### config.mk
export PLATFORM = sky130hd
export DESIGN_NAME = bidir_pin_ctrl_flat
export DESIGN_NICKNAME = d
export VERILOG_FILES = /design/src/rtl/bidir_pin_ctrl_if.sv /design/src/rtl/bidir_pin_ctrl.sv /design/src/flat_wrapper.sv
export SDC_FILE = /design/constraint.sdc
export NUM_CORES = 1
export LEC_CHECK = 0
export BUFFER_PORTS_ARGS = -buffer_cell sky130_fd_sc_hd__buf_2
export CORE_MARGIN = 2
export CORE_UTILIZATION = 55
export DETAILED_ROUTE_END_ITERATION = 12
export GPL_TIMING_DRIVEN = 0
export PLACE_DENSITY = 0.83
export SYNTH_ARGS = -nofsm -noshare
export SYNTH_HDL_FRONTEND = slang
export SYNTH_SLANG_ARGS = --single-unit
### constraint.sdc
create_clock -name clk48 -period 3.75 [get_ports clk48]
set_input_delay 0.375 -clock clk48 [delete_from_list [all_inputs] [get_ports clk48]]
set_output_delay 0.375 -clock clk48 [all_outputs]
set_load 0.1 [all_outputs]
### src/rtl/bidir_pin_ctrl_if.sv
`default_nettype none
// ============================================================================
// Module      : bidir_pin_ctrl_if
// Description : Pad-side signal bundle for bidir_pin_ctrl.
//               The master side drives the requests and the raw pad input.
//               The slave side returns the pad enables and the conditioned input.
// Revision    : 1.0
// ============================================================================
interface bidir_pin_ctrl_if;
    logic dir_req;
    logic dout;
    logic pin_i;
    logic pin_oe;
    logic pin_o;
    logic din;
    logic din_rise;
    logic din_fall;
    logic busy;
    logic collision;

    modport master (
        output dir_req, dout, pin_i,
        input  pin_oe, pin_o, din, din_rise, din_fall, busy, collision
    );

    modport slave (
        input  dir_req, dout, pin_i,
        output pin_oe, pin_o, din, din_rise, din_fall, busy, collision
    );
endinterface
`default_nettype wire

### src/rtl/bidir_pin_ctrl.sv
`default_nettype none
// ============================================================================
// Module      : bidir_pin_ctrl
// Description : Direction arbiter and input conditioner for one bidirectional pad.
//               It inserts a tri-state turnaround on every direction change.
//               It also synchronises and debounces the pad input and produces edge pulses.
//               Optional pad-contention detection is enabled by COLLISION_DETECT_EN.
// Revision    : 1.0
// ============================================================================
module bidir_pin_ctrl #(
    parameter int SYNC_STAGES     = 2,
    parameter int DEBOUNCE_CYCLES = 48000,
    parameter int TURN_CYCLES     = 4
) (
    input  logic             clk48,
    input  logic             rst_n,
    bidir_pin_ctrl_if.slave  bus
);

    localparam int TURN_W = $clog2(TURN_CYCLES + 1);
    localparam int DB_W   = $clog2(DEBOUNCE_CYCLES + 1);

    localparam logic [1:0] S_IN     = 2'd0;
    localparam logic [1:0] S_TO_OUT = 2'd1;
    localparam logic [1:0] S_OUT    = 2'd2;
    localparam logic [1:0] S_TO_IN  = 2'd3;

    logic [SYNC_STAGES-1:0] r_dir_sync;
    logic [SYNC_STAGES-1:0] r_pin_sync;
    logic                   w_dir_s;
    logic                   w_pin_s;

    logic [1:0]             r_state;
    logic [1:0]             w_nxt;
    logic [TURN_W-1:0]      r_turn_cnt;
    logic [TURN_W-1:0]      w_turn_nxt;
    logic                   w_turn_done;

    logic                   r_pin_oe;
    logic                   r_pin_o;

    logic [DB_W-1:0]        r_db_cnt;
    logic                   r_din;
    logic                   r_din_rise;
    logic                   r_din_fall;

    logic                   w_trip;
    logic                   w_coll_hold;

    always_ff @(posedge clk48 or negedge rst_n) begin
        if (!rst_n) begin
            r_dir_sync <= '0;
            r_pin_sync <= '0;
        end else begin
            r_dir_sync <= {r_dir_sync[SYNC_STAGES-2:0], bus.dir_req};
            r_pin_sync <= {r_pin_sync[SYNC_STAGES-2:0], bus.pin_i};
        end
    end

    assign w_dir_s     = r_dir_sync[SYNC_STAGES-1];
    assign w_pin_s     = r_pin_sync[SYNC_STAGES-1];
    assign w_turn_done = (r_turn_cnt == TURN_W'(TURN_CYCLES - 1));

    always_comb begin
        w_nxt      = r_state;
        w_turn_nxt = r_turn_cnt;
        case (r_state)
            S_IN: begin
                if (w_dir_s && !w_coll_hold) begin
                    w_nxt      = S_TO_OUT;
                    w_turn_nxt = '0;
                end
            end
            S_TO_OUT: begin
                if (!w_dir_s) begin
                    w_nxt = S_IN;
                end else if (w_turn_done) begin
                    w_nxt = S_OUT;
                end else begin
                    w_turn_nxt = r_turn_cnt + TURN_W'(1);
                end
            end
            S_OUT: begin
                if (!w_dir_s || w_trip) begin
                    w_nxt      = S_TO_IN;
                    w_turn_nxt = '0;
                end
            end
            S_TO_IN: begin
                // The return turnaround always completes so the pad is released for the full gap.
                if (w_turn_done) begin
                    w_nxt = S_IN;
                end else begin
                    w_turn_nxt = r_turn_cnt + TURN_W'(1);
                end
            end
            default: begin
                w_nxt      = S_IN;
                w_turn_nxt = '0;
            end
        endcase
    end

    // The pad controls are registered from the next state, so pin_oe and pin_o change on the edge the state changes.
    always_ff @(posedge clk48 or negedge rst_n) begin
        if (!rst_n) begin
            r_state    <= S_IN;
            r_turn_cnt <= '0;
            r_pin_oe   <= 1'b0;
            r_pin_o    <= 1'b0;
        end else begin
            r_state    <= w_nxt;
            r_turn_cnt <= w_turn_nxt;
            r_pin_oe   <= (w_nxt == S_OUT);
            r_pin_o    <= (w_nxt == S_OUT) ? bus.dout : 1'b0;
        end
    end

    always_ff @(posedge clk48 or negedge rst_n) begin
        if (!rst_n) begin
            r_db_cnt   <= '0;
            r_din      <= 1'b0;
            r_din_rise <= 1'b0;
            r_din_fall <= 1'b0;
        end else begin
            r_din_rise <= 1'b0;
            r_din_fall <= 1'b0;
            if (r_state != S_IN) begin
                r_db_cnt <= '0;
            end else if (w_pin_s == r_din) begin
                r_db_cnt <= '0;
            end else if (r_db_cnt == DB_W'(DEBOUNCE_CYCLES - 1)) begin
                r_db_cnt   <= '0;
                r_din      <= w_pin_s;
                r_din_rise <= w_pin_s;
                r_din_fall <= !w_pin_s;
            end else begin
                r_db_cnt <= r_db_cnt + DB_W'(1);
            end
        end
    end

`ifdef COLLISION_DETECT_EN
    localparam int CHK_W = $clog2(SYNC_STAGES + 1);

    logic [SYNC_STAGES-1:0] r_po_dly;
    logic [CHK_W-1:0]       r_chk_cnt;
    logic                   r_mis;
    logic                   r_collision;
    logic                   w_cmp_en;
    logic                   w_mis;

    // The delayed pin_o and pin_s both reflect the same pin_o sample when the pad loops back cleanly.
    assign w_cmp_en    = (r_state == S_OUT) && (r_chk_cnt == CHK_W'(SYNC_STAGES));
    assign w_mis       = w_cmp_en && (w_pin_s != r_po_dly[SYNC_STAGES-1]);
    assign w_trip      = w_mis && r_mis;
    assign w_coll_hold = r_collision;

    always_ff @(posedge clk48 or negedge rst_n) begin
        if (!rst_n) begin
            r_po_dly    <= '0;
            r_chk_cnt   <= '0;
            r_mis       <= 1'b0;
            r_collision <= 1'b0;
        end else begin
            r_po_dly <= {r_po_dly[SYNC_STAGES-2:0], r_pin_o};
            r_mis    <= w_mis;
            if (r_state != S_OUT) begin
                r_chk_cnt <= '0;
            end else if (r_chk_cnt != CHK_W'(SYNC_STAGES)) begin
                r_chk_cnt <= r_chk_cnt + CHK_W'(1);
            end
            if (w_trip) begin
                r_collision <= 1'b1;
            end else if ((r_state == S_IN) && !w_dir_s) begin
                r_collision <= 1'b0;
            end
        end
    end

    assign bus.collision = r_collision;
`else
    assign w_trip        = 1'b0;
    assign w_coll_hold   = 1'b0;
    assign bus.collision = 1'b0;
`endif

    assign bus.pin_oe   = r_pin_oe;
    assign bus.pin_o    = r_pin_o;
    assign bus.din      = r_din;
    assign bus.din_rise = r_din_rise;
    assign bus.din_fall = r_din_fall;
    assign bus.busy     = (r_state == S_TO_OUT) || (r_state == S_TO_IN);

endmodule
`default_nettype wire

### src/flat_wrapper.sv
// flat-port wrapper written by rule: the top's interface ports become plain ports
module bidir_pin_ctrl_flat 
#(
    parameter int SYNC_STAGES     = 2,
    parameter int DEBOUNCE_CYCLES = 48000,
    parameter int TURN_CYCLES     = 4
)
  (clk48, rst_n, bus_dir_req, bus_dout, bus_pin_i, bus_pin_oe, bus_pin_o, bus_din, bus_din_rise, bus_din_fall, bus_busy, bus_collision);
  bidir_pin_ctrl_if bus_i ();
  input  logic clk48;
  input  logic rst_n;
  input wire logic [$bits(bus_i.dir_req)-1:0] bus_dir_req;
  input wire logic [$bits(bus_i.dout)-1:0] bus_dout;
  input wire logic [$bits(bus_i.pin_i)-1:0] bus_pin_i;
  output wire logic [$bits(bus_i.pin_oe)-1:0] bus_pin_oe;
  output wire logic [$bits(bus_i.pin_o)-1:0] bus_pin_o;
  output wire logic [$bits(bus_i.din)-1:0] bus_din;
  output wire logic [$bits(bus_i.din_rise)-1:0] bus_din_rise;
  output wire logic [$bits(bus_i.din_fall)-1:0] bus_din_fall;
  output wire logic [$bits(bus_i.busy)-1:0] bus_busy;
  output wire logic [$bits(bus_i.collision)-1:0] bus_collision;
  assign bus_i.dir_req = bus_dir_req;
  assign bus_i.dout = bus_dout;
  assign bus_i.pin_i = bus_pin_i;
  assign bus_pin_oe = bus_i.pin_oe;
  assign bus_pin_o = bus_i.pin_o;
  assign bus_din = bus_i.din;
  assign bus_din_rise = bus_i.din_rise;
  assign bus_din_fall = bus_i.din_fall;
  assign bus_busy = bus_i.busy;
  assign bus_collision = bus_i.collision;
  bidir_pin_ctrl #(.SYNC_STAGES(SYNC_STAGES), .DEBOUNCE_CYCLES(DEBOUNCE_CYCLES), .TURN_CYCLES(TURN_CYCLES)) u_core (.clk48(clk48), .rst_n(rst_n), .bus(bus_i));
endmodule
### Word-level counts from Yosys, hierarchy flattened

Cells that the tools add are included.

| storage, ports and cells | value |
|---|---|
| ROM bits | 0 |
| RAM bits | 0 |
| logic and storage cells | 51 |
| memories kept | 0 |
| output and inout port bits | 7 |
| bits in latches | 0 |
| bits in registers | 30 |

| cells by class | value |
|---|---|
| reduce and logical (&&, ||, !) cells | 6 |
| $mul | 0 |
| multiplexer cells | 21 |
| bitwise gates (word level) | 2 |
| shift-type cells | 0 |
| eq/ne operators | 10 |
| div/mod/pow operators | 0 |
| $add $sub $neg | 2 |
| order comparisons | 0 |

Operators with widths:

| cell | number |
|---|---|
| $mux 16 | 3 |
| $add 16x1->16 const B | 1 |
| $eq 16x16->1 const B | 1 |
| $mux 3 | 4 |
| $pmux 3 s4 | 1 |
| $mux 2 | 5 |
| $pmux 2 s4 | 1 |
| $mux 1 | 7 |
| $eq 2x2->1 const B | 3 |
| $reduce_and 3->1 | 2 |
| $ne 2x1->1 const B | 2 |
| $add 3x1->3 const B | 1 |
| $eq 3x2->1 const B | 1 |
| $eq 2x1->1 const B | 1 |
| $logic_not 2->1 | 1 |
| $ne 2x2->1 const B | 1 |
| $not 1->1 | 2 |
| $reduce_bool 2->1 | 1 |
| $eq 1x1->1 | 1 |
| $logic_not 1->1 | 1 |
| $logic_or 1x1->1 | 1 |

### Logic depth before layout (Yosys ltp)

Gate-level depths: netlist of run 1.

| depth | value |
|---|---|
| word-level depth | 6 |
| mapped depth | 6 |

### Least setup slack after synthesis of run 1

OpenSTA, ideal clock, no wires.

| path | value |
|---|---|
| kind | register to register |
| start | reg u_core.r_din, in the netlist u_core.bus.din |
| end | reg u_core.r_db_cnt[10] |
| data arrival time | 1.920 ns |
| clock period less this slack | 1.991 ns |
| slack | 1.759 ns |
| setup time | 0.071 ns |
| buffers on the path | 1 |
| stages on the path, launching flop included | 6 |
| cell sequence | dfrtp_1 -> xnor2_1 -> or3_1 -> a21o_1 -> buf_2 -> nor2_1 |

| between the ends | value |
|---|---|
| word-level cells in the longest chain between the ends | 3 |

Ends and longest elaborated chain:

| what | RTL line | source |
|---|---|---|
| from (decl) | bidir_pin_ctrl.sv:43 | `logic r_din;` |
| from (signal assigned) | bidir_pin_ctrl.sv:134 | `r_din <= w_pin_s;` |
| $eq 1x1->1 | bidir_pin_ctrl.sv:130 | `end else if (w_pin_s == r_din) begin` |
| $mux 16 | bidir_pin_ctrl.sv:130 |  |
| $mux 16 | bidir_pin_ctrl.sv:128 | `if (r_state != S_IN) begin` |
| to (signal assigned) | bidir_pin_ctrl.sv:138 | `r_db_cnt <= r_db_cnt + DB_W'(1);` |
| to (decl) | bidir_pin_ctrl.sv:42 | `logic [DB_W-1:0] r_db_cnt;` |

Every way passes these cells.
A chain may end at the register's enable or synchronous reset.

### Worst setup path in the final report of run 1

| path | value |
|---|---|
| start | reg u_core.r_turn_cnt[0] |
| end | reg u_core.r_turn_cnt[0] |

| between the ends | value |
|---|---|
| word-level cells in the longest chain between the ends | 4 |
| elaborated cells between the ends (all ways) | 5 |
| those cells by class | 1 x add/sub; 1 x eq/ne; 3 x mux |

Ends and longest elaborated chain:

| what | RTL line | source |
|---|---|---|
| from (decl) | bidir_pin_ctrl.sv:35 | `logic [TURN_W-1:0] r_turn_cnt;` |
| from (signal assigned) | bidir_pin_ctrl.sv:113 | `r_turn_cnt <= w_turn_nxt;` |
| $add 3x1->3 / $eq 3x2->1 (equally long branches) | bidir_pin_ctrl.sv:80, bidir_pin_ctrl.sv:94, bidir_pin_ctrl.sv:62 |  |
| $mux 3 (*) | bidir_pin_ctrl.sv:77, bidir_pin_ctrl.sv:91 |  |
| $mux 3 | bidir_pin_ctrl.sv:75 | `if (!w_dir_s) begin` |
| $pmux 3 s4 (*) | bidir_pin_ctrl.sv:67 | `case (r_state)` |

Mark *: on every way between the ends. The rest lies on a longest branch, timed or not. The select of a mux whose other input is x is not followed.

==> results.yml, run 1 <==
outcome:
  status: "finished clean"
cts:
  post-cts-setup-buffer-count: 0
  clk_pin_slew_ns: 0.09
  cts.repair.resized: 0
  tritoncts: "done"
  hold_buffers: 0
  cts_sinks: 30
  cts_root_buf: "clkbuf_4"
  numCtsBuffers: 5
  clk_path_buf_depth: 2
  clock_latency_ns: 0.33
  htree_levels: 2
worst_setup_path:
  end_kind: "register"
  critPathMaxStageDelay_ns: 0.51
  crit_required_ns: 3.97
  critical_path_class: "register to register"
  reg2reg_depth: 6
  r2r_end: "u_core.r_turn_cnt[0]"
  slowest_stage: "a31oi_1"
  path_cells: "ha_1 > ha_1 > nand2_1 > o21ai_0 > a31oi_1 > mux2_2"
  cp_max_fo: 6
  crit_top_cell: "ha_1"
  r2r_setup_slack_ns: 1.76
  startpoint: "u_core.r_turn_cnt[0]"
  cp-endpoint: "u_core.r_turn_cnt[0]"
  r2r-start: "u_core.r_turn_cnt[0]"
  cp-start-kind: "register"
  cp_data_arrival_time_ns: 2.21
synth:
  synth_enable_flop_cells: 0
  seq_area_frac_synth_pct: 56.5
  yosys-top-cells-count: "dfrtp_1 (30), nor2_1 (19), xnor2_1 (11)"
  yosysTopAreaCell: "dfrtp_1"
  synth.area.top_cells: "dfrtp_1 (56%), xnor2_1 (7.3%), nor2_1 (5.4%)"
  yosysTopAreaCellShare_pct: 56.5
  ys.flop_type: "dfrtp_1"
  synth_nets: 133
  ys_types: 32
  synth.cell_area_mm2: 0.00133
  synth_area_per_cell_um2: 10.7
  yosys_warnings: 0
  ys_ff_latch: 30
  async_flop_share_pct: 100
  synthCells: 124
  synth.most_common_cell: "dfrtp_1"
floorplanning:
  num_rows: 17
  start_util_pct: 58.9
  ios: 12
  dieArea_mm2: 0.00282
  die_y_um: 53.2
  core_area_mm2: 0.00225
  die_x_um: 53.2
sta:
  fmax_mhz: 504
  skew_ns: 0.00263
  slew_headroom_pct: 56.1
  worst_slew_pin_slew_ns: 0.656
  worst_slack_ns: 1.76
  setup_viol: 0
  rsz0062_at_grt: "false"
  drv_slew: 0
  tns_ns: 0
  timing.final.crit_share_pct: 53.0
  whs_ns: 0.0494
  period_minus_slack_ns: 1.99
  hold_viol: 0
routing:
  vias: 930
  first_pass_iters: 6
  route.detailed.drc: 0
  wire_per_inst_um: 13.0
  antenna_left: 0
  vias_per_cell: 5.47
  drt_iter0_drc: 19
  totalWireLength_um: 2210
finish:
  layoutNonFillerInstCount: 170
  antennaDiodeCount: 0
  final_core_util_pct: 66.1
  layout-drive-gt1-share_pct: 17.6
  fin_nets: 150
  syn_to_final_growth_pct: 12.2
  postLayoutCellArea_mm2: 0.00149
  num-fill-cells: 177
power:
  ir_worst_vdd_mv: 0.418
  p_per_area_mw_per_mm2: 568
  power.total_mw: 0.847
  leakage_nw: 0.671
flow_run:
  drv_cap: 0
global_route:
  antenna_found_initial: 0
  grt_max_degree: 31
  overflow: 0
  grt_pass1_wl_um: 3970
  grt_usage_pct: 20.5
  grt_pass1_vias: 899
worst_hold_path:
  hold_class: "input pin to asynchronous set/reset pin"
placed_design:
  dpl_cell_area_mm2: 0.00141
  hpwl_um: 1570
  place_ws_ns: 1.79
  io_buffers: 10
  place_inst: 162
  gp_congestion: 0.878
## power breakdown
part	switching (mW)	internal, mW
Sequential	0.0306	0.358
Clock	0.112	0.138
Combinational	0.152	0.0560
Total	0.295	0.552
## critical path: cells and delay by family (launching register included)
kind / cells / cell delay (ns)
compound gates: 2 / 0.59
mux: 1 / 0.41
flops: 1 / 0.40
fa+ha+maj: 2 / 0.40
simple gates: 1 / 0.07
## worst min-delay path by stage
| stage | startpoint | end | slack, ns | cells past startpoint |
|---|---|---|---|---|
| final | rst_n | u_core.r_db_cnt[7] | 0.05 | 1 |
| after global routing | rst_n | u_core.r_db_cnt[7] | 0.09 | 1 |
| after CTS | rst_n | u_core.r_db_cnt[9] | 0.07 | 1 |
| after detailed placement | u_core.r_pin_sync[0] | u_core.r_pin_sync[1] | 0.34 | 0 |
| after global placement | u_core.r_dir_sync[0] | u_core.r_dir_sync[1] | 0.33 | 0 |
| after floorplan | rst_n | u_core.bus.din | 0.08 | 0 |
## layout make-up
type,count,area [um^2],share of cell area (%)
plain buffers,3,16.3,1.09
clock buffers,5,37.5,2.52
clock inverters,3,40.0,2.68
inverters,7,26.3,1.76
multi-input cells,84,536,35.9
flip-flops and latches,30,751,50.3
well taps,28,35.0,2.35
repair buffers,10,50.0,3.36
## state kept, by name (all words and copies together), names as in the netlist
name and count:
u_core.bus.pin_oe 1, u_core.bus.pin_o 1, u_core.r_dir_sync 2, u_core.bus.din_fall 1
u_core.r_turn_cnt 3, u_core.bus.din 1, u_core.r_pin_sync 2, u_core.r_db_cnt 16
u_core.r_state 2, u_core.bus.din_rise 1
## per-layer routing
metal | vias up | part of all wire [%] | GRT usage [%] | wire [um]
li1 | 449 | - | - | -
met1 | 452 | 45 | 25.6 | 995
met3 | 7 | 5.7 | 8.47 | 126
met5 | - | 0 | 0 | 0
met2 | 22 | 47 | 31.7 | 1050
met4 | 0 | 1.6 | 7.69 | 36
## cell families (layout without fill, tap and decap cells)
logic type	after synthesis	after routing	share of synthesized area (%)
AO/OA/AOI/OAI	7	7	3.30
XOR/XNOR	14	14	9.23
adder cells (fa/ha/maj)	4	4	3.77
buffers and inverters	10	28	3.20
flip-flops	30	30	56.5
multiplexers	3	3	2.35
other	1	1	0.282
AND/OR/NAND/NOR	55	55	21.4
## layout by cell type, fill, tap and decap left out, types with 2 or more instances in the layout
cell type and instances:
xnor2_1 11, nor3b_1 2, inv_1 7, clkbuf_4 5
xor2_1 3, nor3_1 7, nand3_1 6, nor4_1 3
mux2i_1 2, a21oi_1 2, dfrtp_1 30, nor2_1 19
nand2_1 7, ha_1 4, buf_2 11, nand4_1 2
a21o_1 2, clkinv_2 2
No activity file was read; power rests on OpenSTA's default activity.
==> run 2: changes to the inputs <==
--- a/config.mk
+++ b/config.mk
@@ -7,10 +7,10 @@
 export LEC_CHECK = 0
 export BUFFER_PORTS_ARGS = -buffer_cell sky130_fd_sc_hd__buf_2
 export CORE_MARGIN = 2
-export CORE_UTILIZATION = 55
+export CORE_UTILIZATION = 51
 export DETAILED_ROUTE_END_ITERATION = 12
 export GPL_TIMING_DRIVEN = 0
-export PLACE_DENSITY = 0.83
+export PLACE_DENSITY = 0.81
 export SYNTH_ARGS = -nofsm -noshare
 export SYNTH_HDL_FRONTEND = slang
 export SYNTH_SLANG_ARGS = --single-unit
==> constraint.sdc (replaced) <==
create_clock -name clk48 -period 1.6 [get_ports clk48]
set_input_delay 0.16 -clock clk48 [delete_from_list [all_inputs] [get_ports clk48]]
set_output_delay 0.16 -clock clk48 [all_outputs]
set_load 0.1 [all_outputs]
==> results.yml, run 2 (same netlist as run 1, synthesis figures left out) <==
cts:
  clock_latency_ns: 0.33
  cts_root_buf: "clkbuf_4"
  cts_sinks: 30
  clk_path_buf_depth: 2
  htree_levels: 2
  numCtsBuffers: 5
  tritoncts: "done"
  clk_pin_slew_ns: 0.09
worst_setup_path:
  crit_required_ns: 1.86
  cp_max_fo: 10
  critical_path_class: "register to register"
  end_kind: "register"
  cp_data_arrival_time_ns: 1.82
  cp-start-kind: "register"
  reg2reg_depth: 5
global_route:
  grt_max_degree: 31
  grt_usage_pct: 20.4
  overflow: 0
  grt_pass1_vias: 946
  grt_pass1_wl_um: 4050
  antenna_found_initial: 0
routing:
  totalWireLength_um: 2770
  route.detailed.drc: 0
  antenna_left: 0
  vias_per_cell: 5.53
  first_pass_iters: 4
  wire_per_inst_um: 15.0
  drt_iter0_drc: 22
  vias: 1023
worst_hold_path:
  holdPathStages: 2
  hold_class: "input pin to register"
floorplanning:
  start_util_pct: 53.6
  die_y_um: 55.0
  ios: 12
  dieArea_mm2: 0.00303
  num_rows: 18
  core_area_mm2: 0.00248
  die_x_um: 55.0
finish:
  num-fill-cells: 175
  syn_to_final_growth_pct: 30.2
  layout.cells.most_common: "dfrtp_1"
  layout-drive-gt1-share_pct: 36.8
  multi_input_area_um2: 666
  final_cell_mix: "dfrtp_1 (27), nor2_1 (15), xnor2_1 (10), buf_4 (10), buf_2 (9)"
  largest_reg_flops: 16
  antennaDiodeCount: 0
  fin_nets: 163
  reg_top3: "u_core.r_db_cnt (16), u_core.r_turn_cnt (3)"
  postLayoutCellArea_mm2: 0.00173
  regMostFlops: "u_core.r_db_cnt"
  seqCellArea_um2: 757
sta:
  worst_slew_pin_slew_ns: 0.645
  period_minus_slack_ns: 1.56
  skew_ns: 0.00334
  worst_slack_ns: 0.0415
  timing.final.crit_share_pct: 97.4
  whs_ns: 0.0804
  slew_headroom_pct: 57.0
  drv_slew: 0
  setup_viol: 0
  rsz0062_at_grt: "true"
  fmax_mhz: 642
  hold_viol: 0
placed_design:
  dpl_cell_area_mm2: 0.00145
  io_buffers: 10
  gp_congestion: 0.835
  place_ws_ns: -0.176
  hpwl_um: 1680
power:
  ir_worst_vdd_mv: 1.38
  p_per_area_mw_per_mm2: 1210
  leakage_nw: 0.750
flow_run:
  drv_cap: 0
outcome:
  status: "finished clean"
-- run 2: cell types whose count changed in the layout (fill, tap and decap cells not counted), sizes merged --
cell	before	now
clkbuf	6	9
buf	12	21
bufinv	1	0
clkinv	2	1
dlygate4sd3	0	3
-- run 2: worst paths after layout --
check	start	end	slack, ns
worst min register to register	u_core.r_pin_sync[0]	u_core.r_pin_sync[1]	0.36
worst min-delay path	bus_dout	u_core.bus.pin_o	0.08
max in group asynchronous	rst_n	u_core.bus.din	0.73
worst max register to register	u_core.bus.din	u_core.r_db_cnt[14]	0.04
worst max-delay path	u_core.bus.din	u_core.r_db_cnt[14]	0.04
min in group asynchronous	rst_n	u_core.r_db_cnt[8]	0.38
-- run 2: repair_timing --
| action | in CTS | in global routing |
|---|---|---|
| endpoints found under the hold margin | 32 | 0 |
| endpoints found under the setup margin | 17 | 18 |
| setup buffers | 7 | 3 |
| pin swaps | 1 | 6 |
| hold buffers | 3 | 0 |
| cloned | 0 | 0 |
| gates resized for setup | 6 | 20 |
-- run 2: area by class of cell --
| cell class | count | share of cell area, % |
|---|---|---|
| flip-flops and latches | 30 | 43.7 |
| multi-input cells | 84 | 38.5 |
| repair buffers | 23 | 9.33 |
| clock buffers | 7 | 3.18 |
| well taps | 30 | 2.17 |
| inverters | 7 | 1.52 |
| plain buffers | 3 | 1.30 |
| clock inverters | 1 | 0.289 |
-- run 2: through the flow --
stage	cells	util, %	TNS [ns]	total power, mW
2_1_floorplan	124	-	-0.449	1.35
3_3_place_gp	164	58.6	-1.33	1.43
3_5_place_dp	164	58.6	-1.49	1.47
4_1_cts	182	65.0	0	2.01
5_1_grt	185	69.8	-0.0332	2.20
6_report	185	69.8	0	2.09
-- run 2: per-layer routing --
metal  vias up  wire length [um]  track usage (%)  part of all wire, %
met5         -                 0                0                    0
met4         0                68             10.2                  2.5
met3         9               165             9.68                  6.0
met2        35              1410             31.9                   51
met1       501              1130             23.5                   41
li1        478                 -                -                    -
-- run 2: worst max-delay path: stages (launching register included) --
cell	delay, ns
dfrtp_4	0.50
xnor2_2	0.14
or3_4	0.39
a21o_4	0.22
buf_6	0.14
nor2_1	0.10
-- run 2: power breakdown --
part | internal (mW) | switching, mW
sequential | 0.840 | 0.0980
combinational | 0.266 | 0.419
clock | 0.213 | 0.252
total | 1.32 | 0.769
==> run 3: changes to the inputs <==
--- a/config.mk
+++ b/config.mk
@@ -10,7 +10,7 @@
 export CORE_UTILIZATION = 51
 export DETAILED_ROUTE_END_ITERATION = 12
 export GPL_TIMING_DRIVEN = 0
-export PLACE_DENSITY = 0.81
+export PLACE_DENSITY = 0.73
 export SYNTH_ARGS = -nofsm -noshare
 export SYNTH_HDL_FRONTEND = slang
 export SYNTH_SLANG_ARGS = --single-unit
==> results.yml, run 3 (same netlist as run 1, synthesis figures left out) <==
outcome:
  status: "finished clean"
routing:
  vias: 1024
  antenna_left: 0
  drt_iter0_drc: 17
  first_pass_iters: 4
  route.detailed.drc: 0
  wire_per_inst_um: 15.4
  vias_per_cell: 5.36
  totalWireLength_um: 2930
cts:
  clk_path_buf_depth: 2
  clock_latency_ns: 0.33
  tritoncts: "done"
  clk_pin_slew_ns: 0.11
  cts_sinks: 30
  cts_root_buf: "clkbuf_4"
  htree_levels: 2
  numCtsBuffers: 5
floorplanning:
  die_y_um: 55.0
  start_util_pct: 53.6
  ios: 12
  die_x_um: 55.0
  dieArea_mm2: 0.00303
  core_area_mm2: 0.00248
  num_rows: 18
sta:
  setup_viol: 0
  worst_slew_pin_slew_ns: 0.655
  skew_ns: 0.0221
  timing.final.crit_share_pct: 99.3
  slew_headroom_pct: 56.3
  drv_slew: 0
  hold_viol: 0
  rsz0062_at_grt: "true"
  period_minus_slack_ns: 1.59
  fmax_mhz: 629
global_route:
  grt_usage_pct: 18.6
  grt_max_degree: 31
  antenna_found_initial: 0
  grt_pass1_wl_um: 3930
  grt_pass1_vias: 870
  overflow: 0
worst_setup_path:
  path_cells: "xnor2_2 > or3_4 > a21o_4 > buf_4 > a21oi_1"
  end_kind: "register"
  crit_required_ns: 1.86
  cp_max_fo: 4
  cp-start-kind: "register"
  critPathMaxStageDelay_ns: 0.51
  cp_data_arrival_time_ns: 1.85
  critical_path_class: "register to register"
  slowest_stage: "dfrtp_4"
worst_hold_path:
  hold_class: "input pin to register"
finish:
  final_core_util_pct: 71.1
  final_cell_mix: "dfrtp_1 (27), buf_4 (17), nor2_1 (14), xnor2_1 (10), buf_2 (10)"
  layoutNonFillerInstCount: 191
  layout-drive-gt1-share_pct: 36.6
  regMostFlops: "u_core.r_db_cnt"
  reg_top3: "u_core.r_db_cnt (16), u_core.r_turn_cnt (3)"
  fin_nets: 169
  largest_reg_flops: 16
  syn_to_final_growth_pct: 32.5
  layout.cells.most_common: "dfrtp_1"
  antennaDiodeCount: 0
flow_run:
  drv_cap: 0
power:
  p_per_area_mw_per_mm2: 1230
  leakage_nw: 0.781
  ir_worst_vdd_mv: 1.16
placed_design:
  io_buffers: 10
  hpwl_um: 1580
  gp_congestion: 0.847
  place_inst: 164
run 3: worst max-delay path, delay by kind of cell, from the launching register on:
| kind | cells | cell delay [ns] |
|---|---|---|
| AO/OA/AOI/OAI | 2 | 0.34 |
| XOR/XNOR | 1 | 0.15 |
| buffers and inverters | 1 | 0.13 |
| flip-flops | 1 | 0.51 |
| AND/OR/NAND/NOR | 1 | 0.40 |
run 3: metrics by stage:
step | power (mW) | instance area (um^2) | setup WS [ns] | TNS, ns | hold slack, ns
after global routing | 2.27 | 1760 | -0.0616 | -0.154 | 0.0909
after detailed placement | 1.46 | 1450 | -0.199 | -2.33 | 0.222
final | 2.16 | 1760 | 0.0112 | 0 | 0.0916
after CTS | 2.01 | 1610 | 0.000512 | 0 | 0.0826
after floorplan | 1.35 | 1360 | -0.0447 | -0.449 | -0.136
after global placement | 1.44 | 1450 | -0.157 | -1.71 | 0.214
run 3: where the power goes:
| part | switching, mW | total [mW] | internal, mW | leakage, nW |
|---|---|---|---|---|
| logic | 0.437 | 0.752 | 0.316 | 0.349 |
| registers | 0.107 | 0.947 | 0.840 | 0.397 |
| clock network | 0.252 | 0.465 | 0.213 | 0.0353 |
| total | 0.796 | 2.16 | 1.37 | 0.781 |
run 3: timing repair:
| action | CTS | global route |
|---|---|---|
| gates cloned | 0 | 1 |
| endpoints found under the hold margin | 32 | 0 |
| hold buffers | 3 | 0 |
| pin swaps | 0 | 6 |
| setup buffers | 7 | 8 |
| endpoints found under the setup margin | 18 | 20 |
| resized for setup | 5 | 18 |
run 3: cell type report:
cell class,count,area (um^2)
sequential,30,757
clock inverter,1,5.00
tap,30,37.5
inverter,7,26.3
fill,186,717
clock buffer,7,55.1
timing repair buffer,29,200
multi-input combinational,84,657
buffer,3,22.5
run 3: layer usage:
layer / routed length, um / vias to the layer above / track usage (%)
li1: - / 487 / -
met1: 1320 / 499 / 25.3
met2: 1410 / 31 / 27.8
met3: 141 / 7 / 5.65
met4: 61 / 0 / 7.32
met5: 0 / - / 0
run 3: path summary, 6_finish.rpt:
kind                                      startpoint              endpoint  slack, ns  cells after the start
worst max-delay path                  u_core.bus.din   u_core.r_db_cnt[15]       0.01                      5
worst min-delay path                        bus_dout      u_core.bus.pin_o       0.09                      2
worst max register to register        u_core.bus.din   u_core.r_db_cnt[15]       0.01                      5
worst min register to register  u_core.r_dir_sync[0]  u_core.r_dir_sync[1]       0.35                      0
max in group asynchronous                      rst_n        u_core.bus.din       0.72                      2
min in group asynchronous                      rst_n    u_core.r_db_cnt[8]       0.37                      2
